[src/rtl/hazard_pkg.sv]
// Shared types and defaults for the pipeline hazard unit.
package hazard_pkg;

    localparam int unsigned REG_W           = 5;
    localparam int unsigned INIT_CYCLES_DEF = 2;
    localparam int unsigned MEM_TIMEOUT_DEF = 255;

    typedef enum logic [1:0] {
        INIT    = 2'd0,
        RUN     = 2'd1,
        MEMWAIT = 2'd2
    } hz_state_t;

    typedef enum logic [1:0] {
        FWD_RF = 2'b00,
        FWD_W  = 2'b01,
        FWD_M  = 2'b10
    } fwd_sel_t;

endpackage

[src/rtl/hazard_if.sv]
// Pipeline <-> hazard unit signal bundle; master is the pipeline, slave is hazard_ctrl.
interface hazard_if #(
    parameter int unsigned CNT_W = 32
);
    logic [4:0]       Rs1D, Rs2D;
    logic [4:0]       Rs1E, Rs2E, RdE;
    logic             ResultSrcE0, PCSrcE;
    logic [4:0]       RdM, RdW;
    logic             RegWriteM, RegWriteW;
    logic             MemReqM, MemReadyM;
    logic             StallF, StallD, StallE, StallM;
    logic             FlushD, FlushE, FlushW;
    logic [1:0]       ForwardAE, ForwardBE;
    logic [CNT_W-1:0] StallCount, FlushCount;
    logic             MemTimeout;

    modport master (
        output Rs1D, Rs2D, Rs1E, Rs2E, RdE, ResultSrcE0, PCSrcE,
               RdM, RdW, RegWriteM, RegWriteW, MemReqM, MemReadyM,
        input  StallF, StallD, StallE, StallM, FlushD, FlushE, FlushW,
               ForwardAE, ForwardBE, StallCount, FlushCount, MemTimeout
    );

    modport slave (
        input  Rs1D, Rs2D, Rs1E, Rs2E, RdE, ResultSrcE0, PCSrcE,
               RdM, RdW, RegWriteM, RegWriteW, MemReqM, MemReadyM,
        output StallF, StallD, StallE, StallM, FlushD, FlushE, FlushW,
               ForwardAE, ForwardBE, StallCount, FlushCount, MemTimeout
    );
endinterface

[src/rtl/hazard_fwd_sel.sv]
// Operand forwarding select for one Execute source; Memory stage beats Writeback.
module hazard_fwd_sel
    import hazard_pkg::*;
(
    input  logic [REG_W-1:0] i_rs_e,
    input  logic [REG_W-1:0] i_rd_m,
    input  logic             i_reg_write_m,
    input  logic [REG_W-1:0] i_rd_w,
    input  logic             i_reg_write_w,
    input  logic             i_en,
    output fwd_sel_t         o_sel_c
);

    always_comb begin
        o_sel_c = FWD_RF;
        if (i_en) begin
            if (i_reg_write_m && (i_rd_m != REG_W'(0)) && (i_rd_m == i_rs_e)) begin
                o_sel_c = FWD_M;
            end else if (i_reg_write_w && (i_rd_w != REG_W'(0)) && (i_rd_w == i_rs_e)) begin
                o_sel_c = FWD_W;
            end
        end
    end

endmodule

[src/rtl/hazard_ctrl.sv]
// Pipeline hazard unit: post-reset flush, load-use/branch handling, memory-wait stall,
// operand forwarding and saturating stall/flush event counters.
module hazard_ctrl
    import hazard_pkg::*;
#(
    parameter int unsigned INIT_CYCLES = INIT_CYCLES_DEF,
    parameter int unsigned MEM_TIMEOUT = MEM_TIMEOUT_DEF,
    parameter int unsigned CNT_W       = 32
) (
    input  logic     clk,
    input  logic     rst,
    hazard_if.slave  hz
);

    localparam int unsigned INIT_W = $clog2(INIT_CYCLES + 2);
    localparam int unsigned WAIT_W = $clog2(MEM_TIMEOUT + 2);

    hz_state_t         r_state, w_state_nxt;
    logic [INIT_W-1:0] r_init_cnt, w_init_cnt_nxt;
    logic [WAIT_W-1:0] r_wait_cnt, w_wait_cnt_nxt;
    logic [CNT_W-1:0]  r_stall_cnt, r_flush_cnt;
    logic              r_mem_timeout;

    logic w_lw_stall, w_run, w_mem_stall, w_flush_evt, w_any_stall;
    logic w_stall_f, w_stall_d, w_stall_e, w_stall_m;
    logic w_flush_d, w_flush_e, w_flush_w;
    fwd_sel_t w_fwd_a, w_fwd_b;

    hazard_fwd_sel u_fwd_a (
        .i_rs_e        (hz.Rs1E),
        .i_rd_m        (hz.RdM),
        .i_reg_write_m (hz.RegWriteM),
        .i_rd_w        (hz.RdW),
        .i_reg_write_w (hz.RegWriteW),
        .i_en          (!rst),
        .o_sel_c       (w_fwd_a)
    );

    hazard_fwd_sel u_fwd_b (
        .i_rs_e        (hz.Rs2E),
        .i_rd_m        (hz.RdM),
        .i_reg_write_m (hz.RegWriteM),
        .i_rd_w        (hz.RdW),
        .i_reg_write_w (hz.RegWriteW),
        .i_en          (!rst),
        .o_sel_c       (w_fwd_b)
    );

    // Next state and hazard outputs; the cycle MemReadyM arrives in MEMWAIT behaves as RUN.
    always_comb begin
        w_state_nxt    = r_state;
        w_init_cnt_nxt = r_init_cnt;
        w_wait_cnt_nxt = r_wait_cnt;
        w_stall_f      = 1'b0;
        w_stall_d      = 1'b0;
        w_stall_e      = 1'b0;
        w_stall_m      = 1'b0;
        w_flush_d      = 1'b0;
        w_flush_e      = 1'b0;
        w_flush_w      = 1'b0;
        w_flush_evt    = 1'b0;

        w_lw_stall  = hz.ResultSrcE0 && (hz.RdE != REG_W'(0)) &&
                      ((hz.RdE == hz.Rs1D) || (hz.RdE == hz.Rs2D));
        w_run       = (r_state == RUN) || ((r_state == MEMWAIT) && hz.MemReadyM);
        w_mem_stall = (((r_state == RUN) && hz.MemReqM) || (r_state == MEMWAIT)) &&
                      !hz.MemReadyM;

        if (rst) begin
            w_state_nxt = INIT;
            w_flush_d   = 1'b1;
            w_flush_e   = 1'b1;
            w_flush_w   = 1'b1;
        end else begin
            case (r_state)
                INIT: begin
                    w_flush_d = 1'b1;
                    w_flush_e = 1'b1;
                    w_flush_w = 1'b1;
                    if ((32'(r_init_cnt) + 32'd1) >= INIT_CYCLES) begin
                        w_state_nxt = RUN;
                    end else begin
                        w_init_cnt_nxt = r_init_cnt + INIT_W'(1);
                    end
                end
                RUN: begin
                    if (w_mem_stall) begin
                        w_state_nxt    = MEMWAIT;
                        w_wait_cnt_nxt = '0;
                    end
                end
                MEMWAIT: begin
                    if (hz.MemReadyM) begin
                        w_state_nxt = RUN;
                    end else if (r_wait_cnt != WAIT_W'(MEM_TIMEOUT)) begin
                        w_wait_cnt_nxt = r_wait_cnt + WAIT_W'(1);
                    end
                end
                default: w_state_nxt = INIT;
            endcase

            // A stalled memory stage freezes the whole pipe, so branches wait too.
            if (w_mem_stall) begin
                w_stall_f = 1'b1;
                w_stall_d = 1'b1;
                w_stall_e = 1'b1;
                w_stall_m = 1'b1;
                w_flush_w = 1'b1;
            end else if (w_run) begin
                if (hz.PCSrcE) begin
                    w_flush_d   = 1'b1;
                    w_flush_e   = 1'b1;
                    w_flush_evt = 1'b1;
                end else if (w_lw_stall) begin
                    w_stall_f = 1'b1;
                    w_stall_d = 1'b1;
                    w_flush_e = 1'b1;
                end
            end
        end

        w_any_stall = w_stall_f || w_stall_d || w_stall_e || w_stall_m;
    end

    // State, counters and sticky timeout.
    always_ff @(posedge clk) begin
        if (rst) begin
            r_state       <= INIT;
            r_init_cnt    <= '0;
            r_wait_cnt    <= '0;
            r_stall_cnt   <= '0;
            r_flush_cnt   <= '0;
            r_mem_timeout <= 1'b0;
        end else begin
            r_state    <= w_state_nxt;
            r_init_cnt <= w_init_cnt_nxt;
            r_wait_cnt <= w_wait_cnt_nxt;
            if (w_any_stall && (r_stall_cnt != '1)) begin
                r_stall_cnt <= r_stall_cnt + CNT_W'(1);
            end
            if (w_flush_evt && (r_flush_cnt != '1)) begin
                r_flush_cnt <= r_flush_cnt + CNT_W'(1);
            end
            if ((w_state_nxt == MEMWAIT) && (w_wait_cnt_nxt == WAIT_W'(MEM_TIMEOUT))) begin
                r_mem_timeout <= 1'b1;
            end
        end
    end

    assign hz.StallF     = w_stall_f;
    assign hz.StallD     = w_stall_d;
    assign hz.StallE     = w_stall_e;
    assign hz.StallM     = w_stall_m;
    assign hz.FlushD     = w_flush_d;
    assign hz.FlushE     = w_flush_e;
    assign hz.FlushW     = w_flush_w;
    assign hz.ForwardAE  = w_fwd_a;
    assign hz.ForwardBE  = w_fwd_b;
    assign hz.StallCount = r_stall_cnt;
    assign hz.FlushCount = r_flush_cnt;
    assign hz.MemTimeout = r_mem_timeout;

endmodule

[src/flat_wrapper.sv]
// flat-port wrapper written by rule: the top's interface ports become plain ports
module hazard_ctrl_flat import hazard_pkg::*;
#(
    parameter int unsigned INIT_CYCLES = INIT_CYCLES_DEF,
    parameter int unsigned MEM_TIMEOUT = MEM_TIMEOUT_DEF,
    parameter int unsigned CNT_W       = 32
)
  (clk, rst, hz_Rs1D, hz_Rs2D, hz_Rs1E, hz_Rs2E, hz_RdE, hz_ResultSrcE0, hz_PCSrcE, hz_RdM, hz_RdW, hz_RegWriteM, hz_RegWriteW, hz_MemReqM, hz_MemReadyM, hz_StallF, hz_StallD, hz_StallE, hz_StallM, hz_FlushD, hz_FlushE, hz_FlushW, hz_ForwardAE, hz_ForwardBE, hz_StallCount, hz_FlushCount, hz_MemTimeout);
  hazard_if #(.CNT_W(CNT_W)) hz_i ();
  input  logic clk;
  input  logic rst;
  input wire logic [$bits(hz_i.Rs1D)-1:0] hz_Rs1D;
  input wire logic [$bits(hz_i.Rs2D)-1:0] hz_Rs2D;
  input wire logic [$bits(hz_i.Rs1E)-1:0] hz_Rs1E;
  input wire logic [$bits(hz_i.Rs2E)-1:0] hz_Rs2E;
  input wire logic [$bits(hz_i.RdE)-1:0] hz_RdE;
  input wire logic [$bits(hz_i.ResultSrcE0)-1:0] hz_ResultSrcE0;
  input wire logic [$bits(hz_i.PCSrcE)-1:0] hz_PCSrcE;
  input wire logic [$bits(hz_i.RdM)-1:0] hz_RdM;
  input wire logic [$bits(hz_i.RdW)-1:0] hz_RdW;
  input wire logic [$bits(hz_i.RegWriteM)-1:0] hz_RegWriteM;
  input wire logic [$bits(hz_i.RegWriteW)-1:0] hz_RegWriteW;
  input wire logic [$bits(hz_i.MemReqM)-1:0] hz_MemReqM;
  input wire logic [$bits(hz_i.MemReadyM)-1:0] hz_MemReadyM;
  output wire logic [$bits(hz_i.StallF)-1:0] hz_StallF;
  output wire logic [$bits(hz_i.StallD)-1:0] hz_StallD;
  output wire logic [$bits(hz_i.StallE)-1:0] hz_StallE;
  output wire logic [$bits(hz_i.StallM)-1:0] hz_StallM;
  output wire logic [$bits(hz_i.FlushD)-1:0] hz_FlushD;
  output wire logic [$bits(hz_i.FlushE)-1:0] hz_FlushE;
  output wire logic [$bits(hz_i.FlushW)-1:0] hz_FlushW;
  output wire logic [$bits(hz_i.ForwardAE)-1:0] hz_ForwardAE;
  output wire logic [$bits(hz_i.ForwardBE)-1:0] hz_ForwardBE;
  output wire logic [$bits(hz_i.StallCount)-1:0] hz_StallCount;
  output wire logic [$bits(hz_i.FlushCount)-1:0] hz_FlushCount;
  output wire logic [$bits(hz_i.MemTimeout)-1:0] hz_MemTimeout;
  assign hz_i.Rs1D = hz_Rs1D;
  assign hz_i.Rs2D = hz_Rs2D;
  assign hz_i.Rs1E = hz_Rs1E;
  assign hz_i.Rs2E = hz_Rs2E;
  assign hz_i.RdE = hz_RdE;
  assign hz_i.ResultSrcE0 = hz_ResultSrcE0;
  assign hz_i.PCSrcE = hz_PCSrcE;
  assign hz_i.RdM = hz_RdM;
  assign hz_i.RdW = hz_RdW;
  assign hz_i.RegWriteM = hz_RegWriteM;
  assign hz_i.RegWriteW = hz_RegWriteW;
  assign hz_i.MemReqM = hz_MemReqM;
  assign hz_i.MemReadyM = hz_MemReadyM;
  assign hz_StallF = hz_i.StallF;
  assign hz_StallD = hz_i.StallD;
  assign hz_StallE = hz_i.StallE;
  assign hz_StallM = hz_i.StallM;
  assign hz_FlushD = hz_i.FlushD;
  assign hz_FlushE = hz_i.FlushE;
  assign hz_FlushW = hz_i.FlushW;
  assign hz_ForwardAE = hz_i.ForwardAE;
  assign hz_ForwardBE = hz_i.ForwardBE;
  assign hz_StallCount = hz_i.StallCount;
  assign hz_FlushCount = hz_i.FlushCount;
  assign hz_MemTimeout = hz_i.MemTimeout;
  hazard_ctrl #(.INIT_CYCLES(INIT_CYCLES), .MEM_TIMEOUT(MEM_TIMEOUT), .CNT_W(CNT_W)) u_core (.clk(clk), .rst(rst), .hz(hz_i));
endmodule
[config.mk]
export PLATFORM = sky130hd
export DESIGN_NAME = hazard_ctrl_flat
export DESIGN_NICKNAME = d
export VERILOG_FILES = /design/src/rtl/hazard_pkg.sv /design/src/rtl/hazard_if.sv /design/src/rtl/hazard_fwd_sel.sv /design/src/rtl/hazard_ctrl.sv /design/src/flat_wrapper.sv
export SDC_FILE = /design/constraint.sdc
export NUM_CORES = 1
export LEC_CHECK = 0
export ABC_AREA = 0
export CELL_PAD_IN_SITES_DETAIL_PLACEMENT = 1
export CELL_PAD_IN_SITES_GLOBAL_PLACEMENT = 1
export CORE_ASPECT_RATIO = 0.7
export CORE_UTILIZATION = 29
export CTS_BUF_LIST = sky130_fd_sc_hd__clkbuf_16
export CTS_CLUSTER_SIZE = 25
export DETAILED_ROUTE_END_ITERATION = 7
export PLACE_DENSITY_LB_ADDON = 0.2
export RECOVER_POWER = 100
export SETUP_SLACK_MARGIN = 0.1
export SLEW_MARGIN = 25
export SYNTH_ARGS = -nofsm -noshare
export SYNTH_HDL_FRONTEND = slang
export SYNTH_HIERARCHICAL = 1
export SYNTH_SLANG_ARGS = --single-unit
[constraint.sdc]
create_clock -name clk -period 5.15 [get_ports clk]
set_clock_uncertainty 0.1 [all_clocks]
set_input_delay 0.515 -clock clk [delete_from_list [all_inputs] [get_ports clk]]
set_output_delay 0.515 -clock clk [all_outputs]
set_load 0.01 [all_outputs]
==> results of run 1 <==
## synthesized netlist by cell type (3+ instances only)
cell type,n,area share (%)
nand2_1,42,3.4
dfxtp_1,78,33
and3_1,11,1.5
o2111ai_1,3,0.56
xnor2_1,31,5.8
and4_1,14,2.6
a21oi_1,35,3.8
or4_1,19,3.1
o41ai_1,4,0.75
and2_1,8,1.1
nor3_1,16,1.7
nor2_1,48,3.9
nor2b_1,9,1.2
a31oi_1,3,0.40
ha_1,8,2.1
mux2_2,7,1.7
nand4b_1,4,0.75
xor2_1,22,4.1
or3_1,12,1.6
buf_2,6,0.64
clkbuf_1,18,1.4
nor4_1,14,1.9
mux2i_1,3,0.64
o21ai_0,23,2.5
nand3_1,35,3.8
buf_4,3,0.48
inv_1,16,1.3
nand4_1,27,3.6
o31ai_1,12,1.9
o311ai_0,6,1.1
## logic make-up (layout without fill, tap and decap cells)
group / count (synthesis) / in the layout / share of synthesized area, %
fa+ha+maj: 8 / 8 / 2.146
mux: 10 / 10 / 2.334
flops: 78 / 78 / 33.48
buf+inv: 46 / 152 / 4.265
simple gates: 278 / 278 / 33.29
compound gates: 103 / 103 / 14.54
xor+xnor: 53 / 53 / 9.952
## cells in the final DEF (no fill, tap or decap), types with 18 or more instances in the layout
cell type | Yosys | final
inv_1 | 16 | 18
a21oi_1 | 35 | 35
nand2_1 | 42 | 42
clkdlybuf4s50_1 | 0 | 40
dlygate4sd3_1 | 0 | 77
xnor2_1 | 31 | 31
dfxtp_1 | 78 | 78
nand3_1 | 35 | 35
nor2_1 | 48 | 48
or4_1 | 19 | 19
xor2_1 | 22 | 22
nand4_1 | 27 | 27
o21ai_0 | 23 | 23
## where the power goes
| part | switching (mW) | total (mW) | internal [mW] | leakage [nW] |
|---|---|---|---|---|
| clock network | 0.251 | 0.619 | 0.368 | 0.143 |
| registers | 0.00987 | 0.624 | 0.614 | 0.629 |
| logic | 0.134 | 0.234 | 0.101 | 1.51 |
## tightest hold or removal path, stage by stage (launching register included)
cell and delay (ns):
dfxtp_1 0.33, nand2_1 0.06, o31ai_2 0.05
## flip-flops by register name, indices dropped and copies added, names as in the netlist
register and flops:
u_core/r_wait_cnt 9, u_core/hz.FlushCount 32, u_core/hz.StallCount 32, u_core/hz.MemTimeout 1, u_core/r_state 2, u_core/r_init_cnt 2
## through the flow
step	utilization [%]	worst slack, ns	total power, mW
2_1_floorplan	-	2.595	0.7743
3_3_place_gp	38.36	1.427	0.8683
3_5_place_dp	38.37	1.391	0.8763
4_1_cts	40.18	1.383	1.501
5_1_grt	40.10	1.020	1.548
6_report	40.10	1.152	1.478
## final cells by class
type                       count  area [um2]  area share, %
timing repair buffer         120        1191          19.05
clock buffer                   9       225.2          3.601
tap                          200       250.2          4.002
inverter                      16       60.06         0.9604
multi-input combinational    452        2908          46.50
sequential                    78        1562          24.97
clock inverter                 7       57.56         0.9204
## worst paths after layout
kind                            startpoint                        to  slack (ns)  cells after the start
setup / recovery                 hz_RdE[1]                 hz_StallF        1.15                      7
hold / removal        u_core/hz.MemTimeout      u_core/hz.MemTimeout        0.37                      2
setup reg to reg  u_core/hz.StallCount[24]  u_core/hz.StallCount[14]        1.57                      5
hold reg to reg       u_core/hz.MemTimeout      u_core/hz.MemTimeout        0.37                      2
## metal layers
metal  vias up  global-route usage [%]  share of wire (%)
met3         8                   3.687                4.2
li1       2341                       -                  -
met4         0                   4.214               0.62
met2       109                   29.84                 46
met1      2378                   25.46                 50
met5         -                       0                  0
==> flow_metrics.tcl, run 1 <==
set metrics [dict create \
    grt_max_degree 53 \
    ys_warn_count 6 \
    crit_arrival_ns 3.38 \
    dieArea_um2 16600 \
    dr_total_vias 4836 \
    rsz0062_at_grt "false" \
    ctsHtreeMaxLevel 3 \
    setup.worst_path.end_class "output pin" \
    drc 0 \
    synth-seq-area-share_pct 33.48 \
    first_pass_iters 4 \
    critPathBufInv 4 \
    wl_per_cell_um 17.37 \
    cts_setup_buffers 0 \
    viasPerCell 5.483 \
    finalSetupViolations 0 \
    antennaDiodeCount 0 \
    core_area_um2 15600 \
    grt_pass1_vias 4819 \
    gp_congestion 0.8393 \
    grt_pass1_wl_um 24700 \
    critPathKind "in -> out" \
    ys_ff_latch 78 \
    min_period_ns 3.998 \
    drive_gt1_share_pct 4.252 \
    grtUsageTotal_pct 18.51 \
    hold_slack_ns 0.3660 \
    ios 119 \
    portBuffers 118 \
    cts_root_buffer "clkbuf_16" \
    startpoint_type "input pin" \
    cp_common_cell "dlygate4sd3_1" \
    critPathTopFamily "buffers and inverters" \
    die_h_um 108.1 \
    placedInstanceArea_um2 5983 \
    max_slew_margin_pct -14.88 \
    synth_area_per_cell_um2 8.098 \
    critPathRequiredTime_ns 4.53 \
    antenna_found_initial 0 \
    fmax_ghz 0.2501 \
    synth_cell_types 59 \
    num-fill-cells 1845 \
    cts_made_buffers 9 \
    cts_tree "built" \
    clockBufferDepth 2 \
    cts.sinks 78 \
    syn2layout_area_growth_pct 34.07 \
    cts.reportedPaths.clkPinSlew_ns 0.06 \
    synth_ff_type "dfxtp_1" \
    cap_violations 1 \
    fin_crit_sh_pct 77.63 \
    synth_nets 627 \
    antenna_left 0 \
    drt_iter0_markers 220 \
    vdd_ir_drop_max_mv 0.1721 \
    drv_slew 38 \
    p_leak_nw 2.281 \
    overflow 0 \
    netlist_area_um2 4664 \
    async_reset_ff_share_pct 0 \
    crit_slowest_cell "dlygate4sd3_1" \
    violations "capacitance limit, slew limit" \
    fin_nets 728 \
    rows 38 \
    dp_hpwl_um 11290 \
    cts_hold_buf 0 \
    cts-resized-gates 0 \
    stdcell_count 882 \
    hold_class "reg -> reg" \
    synth_enable_flop_cells 0 \
    cp_max_fo 52 \
    powerDensity_nw_per_um2 236.3 \
    hold_viol 0 \
    cpPeakStageDelay_ns 0.67 \
    netlist_instances 576 \
    worst_slew_pin_slew_ns 1.722 \
    fin_tns_setup_ns 0 \
    final_cell_area_um2 6254 \
    crit_chain "dlygate4sd3_1 -> or4_1 -> o21a_1 -> a31oi_4 -> buf_4 -> inv_1 -> dlygate4sd3_1" \
    drt-total-wl_um 15320 \
    status "finished, violations left" \
    die_width_um 153.6 \
    start_util_pct 29.91 \
    placedCellCount 866 \
    clk_latency_ns 0.33 \
]
Power figures use the tool's default switching activity.
==> run 2, diff against run 1 <==
==> constraint.sdc (replaced) <==
create_clock -name clk -period 4.11 [get_ports clk]
set_clock_uncertainty 0.1 [all_clocks]
set_input_delay 0.411 -clock clk [delete_from_list [all_inputs] [get_ports clk]]
set_output_delay 0.411 -clock clk [all_outputs]
set_load 0.01 [all_outputs]
==> run 2 against run 1 <==
Effect of this change:
- the run now ends clean
- first-iteration DRC count up 2.7%
- wire length down 0.22%
- utilization up 0.23 points
- combinational power up 29%
- clock power up 32%
- total power up 28%
- critical path depth down 1
- via count down 0.89%
- non-clock buffer count up 3
- critical endpoint is now hz_FlushD
==> flow_metrics.tcl, run 2 (synthesis gave the netlist of run 1 again) <==
set metrics [dict create \
    startpoint_type "flop" \
    first_pass_iters 4 \
    cts_tree "built" \
    grt_max_degree 52 \
    num-fill-cells 1846 \
    hold_viol 0 \
    cts-resized-gates 0 \
    reg2reg_slack_ns 0.71 \
    antennaDiodeCount 0 \
    mostFrequentLayoutCells "dfxtp_1, dlygate4sd3_1, nor2_1, clkdlybuf4s50_1, nand2_1" \
    rows 38 \
    viasPerCell 5.416 \
    p_leak_nw 2.290 \
    cap_violations 0 \
    critPathTopFamily "buffers and inverters" \
    start_util_pct 29.91 \
    hold_depth 2 \
    cts_setup_buffers 0 \
    crit_chain "inv_1 -> ha_1 -> o21bai_1 -> nand3_1 -> nand2_1 -> dlygate4sd3_1" \
    power_switching_mw 0.5290 \
    portBuffers 118 \
    power.internal_mw 1.369 \
    hold_class "reg -> reg" \
    powerDensity_nw_per_um2 301.8 \
    clk_latency_ns 0.35 \
    ios 119 \
    clkPwrFrac_pct 43.0 \
    vdd_ir_drop_max_mv 0.1921 \
    syn2layout_area_growth_pct 34.84 \
    drt-total-wl_um 15280 \
    cts.reportedPaths.clkPinSlew_ns 0.06 \
    dieArea_um2 16600 \
    die_width_um 153.6 \
    clockBufferDepth 2 \
    setup.worst_path.end_class "output pin" \
    overflow 0 \
    grt_pass1_wl_um 24760 \
    hold_slack_ns 0.3599 \
    antenna_left 0 \
    layout_commonest_cell "dfxtp_1" \
    drive_gt1_share_pct 5.255 \
    fin_tns_setup_ns 0 \
    antenna_found_initial 0 \
    cp.depth 6 \
    drc 0 \
    fmax_ghz 0.2831 \
    swShare_pct 27.87 \
    rsz0062_at_grt "false" \
    cts_hold_buf 0 \
    power_frac_comb_pct 15.9 \
    critPathRequiredTime_ns 3.60 \
    crit_arrival_ns 3.02 \
    timing.final.ws_setup_ns 0.5771 \
    grt_pass1_vias 4718 \
    max_slew_margin_pct 39.26 \
    cts.sinks 78 \
    drv_slew 0 \
    die_h_um 108.1 \
    drt_iter0_markers 226 \
    gp_congestion 0.8753 \
    ctsHtreeMaxLevel 3 \
    grtUsageTotal_pct 18.77 \
    dp_hpwl_um 11450 \
    finalPower_mw 1.898 \
    cpPeakStageDelay_ns 0.62 \
    critPathKind "reg -> out" \
    pwr-share-seq_pct 41.1 \
    critPathBufInv 2 \
    cp_max_fo 15 \
    post-place-ws_ns 0.8851 \
    fin_crit_sh_pct 85.96 \
    status "finished clean" \
    worst_slew_pin_slew_ns 0.9027 \
    fin_nets 731 \
    cts_root_buffer "clkbuf_16" \
    min_period_ns 3.533 \
    crit_slowest_cell "dlygate4sd3_1" \
    cts_made_buffers 9 \
    finalSetupViolations 0 \
    dr_total_vias 4793 \
    reg2reg_depth 8 \
    core_area_um2 15600 \
    wl_per_cell_um 17.27 \
]
[run 2: cell count changes in the layout (fill, tap and decap cells not counted), sizes merged]
cell,before,now
clkinv,3,2
dlygate4sd3,77,75
clkbuf,9,10
clkdlybuf4s50,40,42
buf,3,5
inv,18,17
clkinvlp,1,3
[run 2: area by class of cell]
type | instances | area (um2) | share of cell area (%)
timing repair buffer | 123 | 1211 | 19.26
inverter | 16 | 60.06 | 0.9548
clock buffer | 9 | 225.2 | 3.581
tap | 200 | 250.2 | 3.979
multi-input combinational | 452 | 2908 | 46.23
sequential | 78 | 1562 | 24.83
clock inverter | 7 | 73.82 | 1.174
[run 2: metal layers]
layer | wire length (um) | global-route usage [%] | up-vias
met5 | 0 | 0 | -
met4 | 147 | 4.786 | 0
met3 | 510 | 3.567 | 12
met2 | 6881 | 30.26 | 91
met1 | 7745 | 25.71 | 2342
li1 | - | - | 2348
[run 2: tightest hold or removal path: stages (launching register included)]
cell     delay, ns
dfxtp_1       0.31
nand2_1       0.05
a21oi_1       0.05
[run 2: power by group through the flow]
| stage | logic (mW) | clock network [mW] | registers (mW) |
|---|---|---|---|
| final | 0.301 | 0.816 | 0.781 |
| after global routing | 0.333 | 0.874 | 0.782 |
| after CTS | 0.310 | 0.843 | 0.781 |
| after detailed placement | 0.307 | 0 | 0.798 |
| after global placement | 0.292 | 0 | 0.797 |
| after floorplan | 0.174 | 0 | 0.796 |
[run 2: per-stage QoR]
step / utilization [%] / std cells / area [um2]
after detailed placement: 38.50 / 869 / 6005
after global placement: 38.50 / 869 / 6005
after floorplan: - / 576 / 4664
after CTS: 40.42 / 885 / 6304
after global routing: 40.33 / 885 / 6290
final: 40.33 / 885 / 6290
[run 2: worst paths after layout]
path | startpoint | to
max | u_core/r_state[0] | hz_FlushD
min | u_core/r_init_cnt[1] | u_core/r_init_cnt[1]
min reg2reg | u_core/r_init_cnt[1] | u_core/r_init_cnt[1]
max reg2reg | u_core/r_state[0] | u_core/hz.MemTimeout
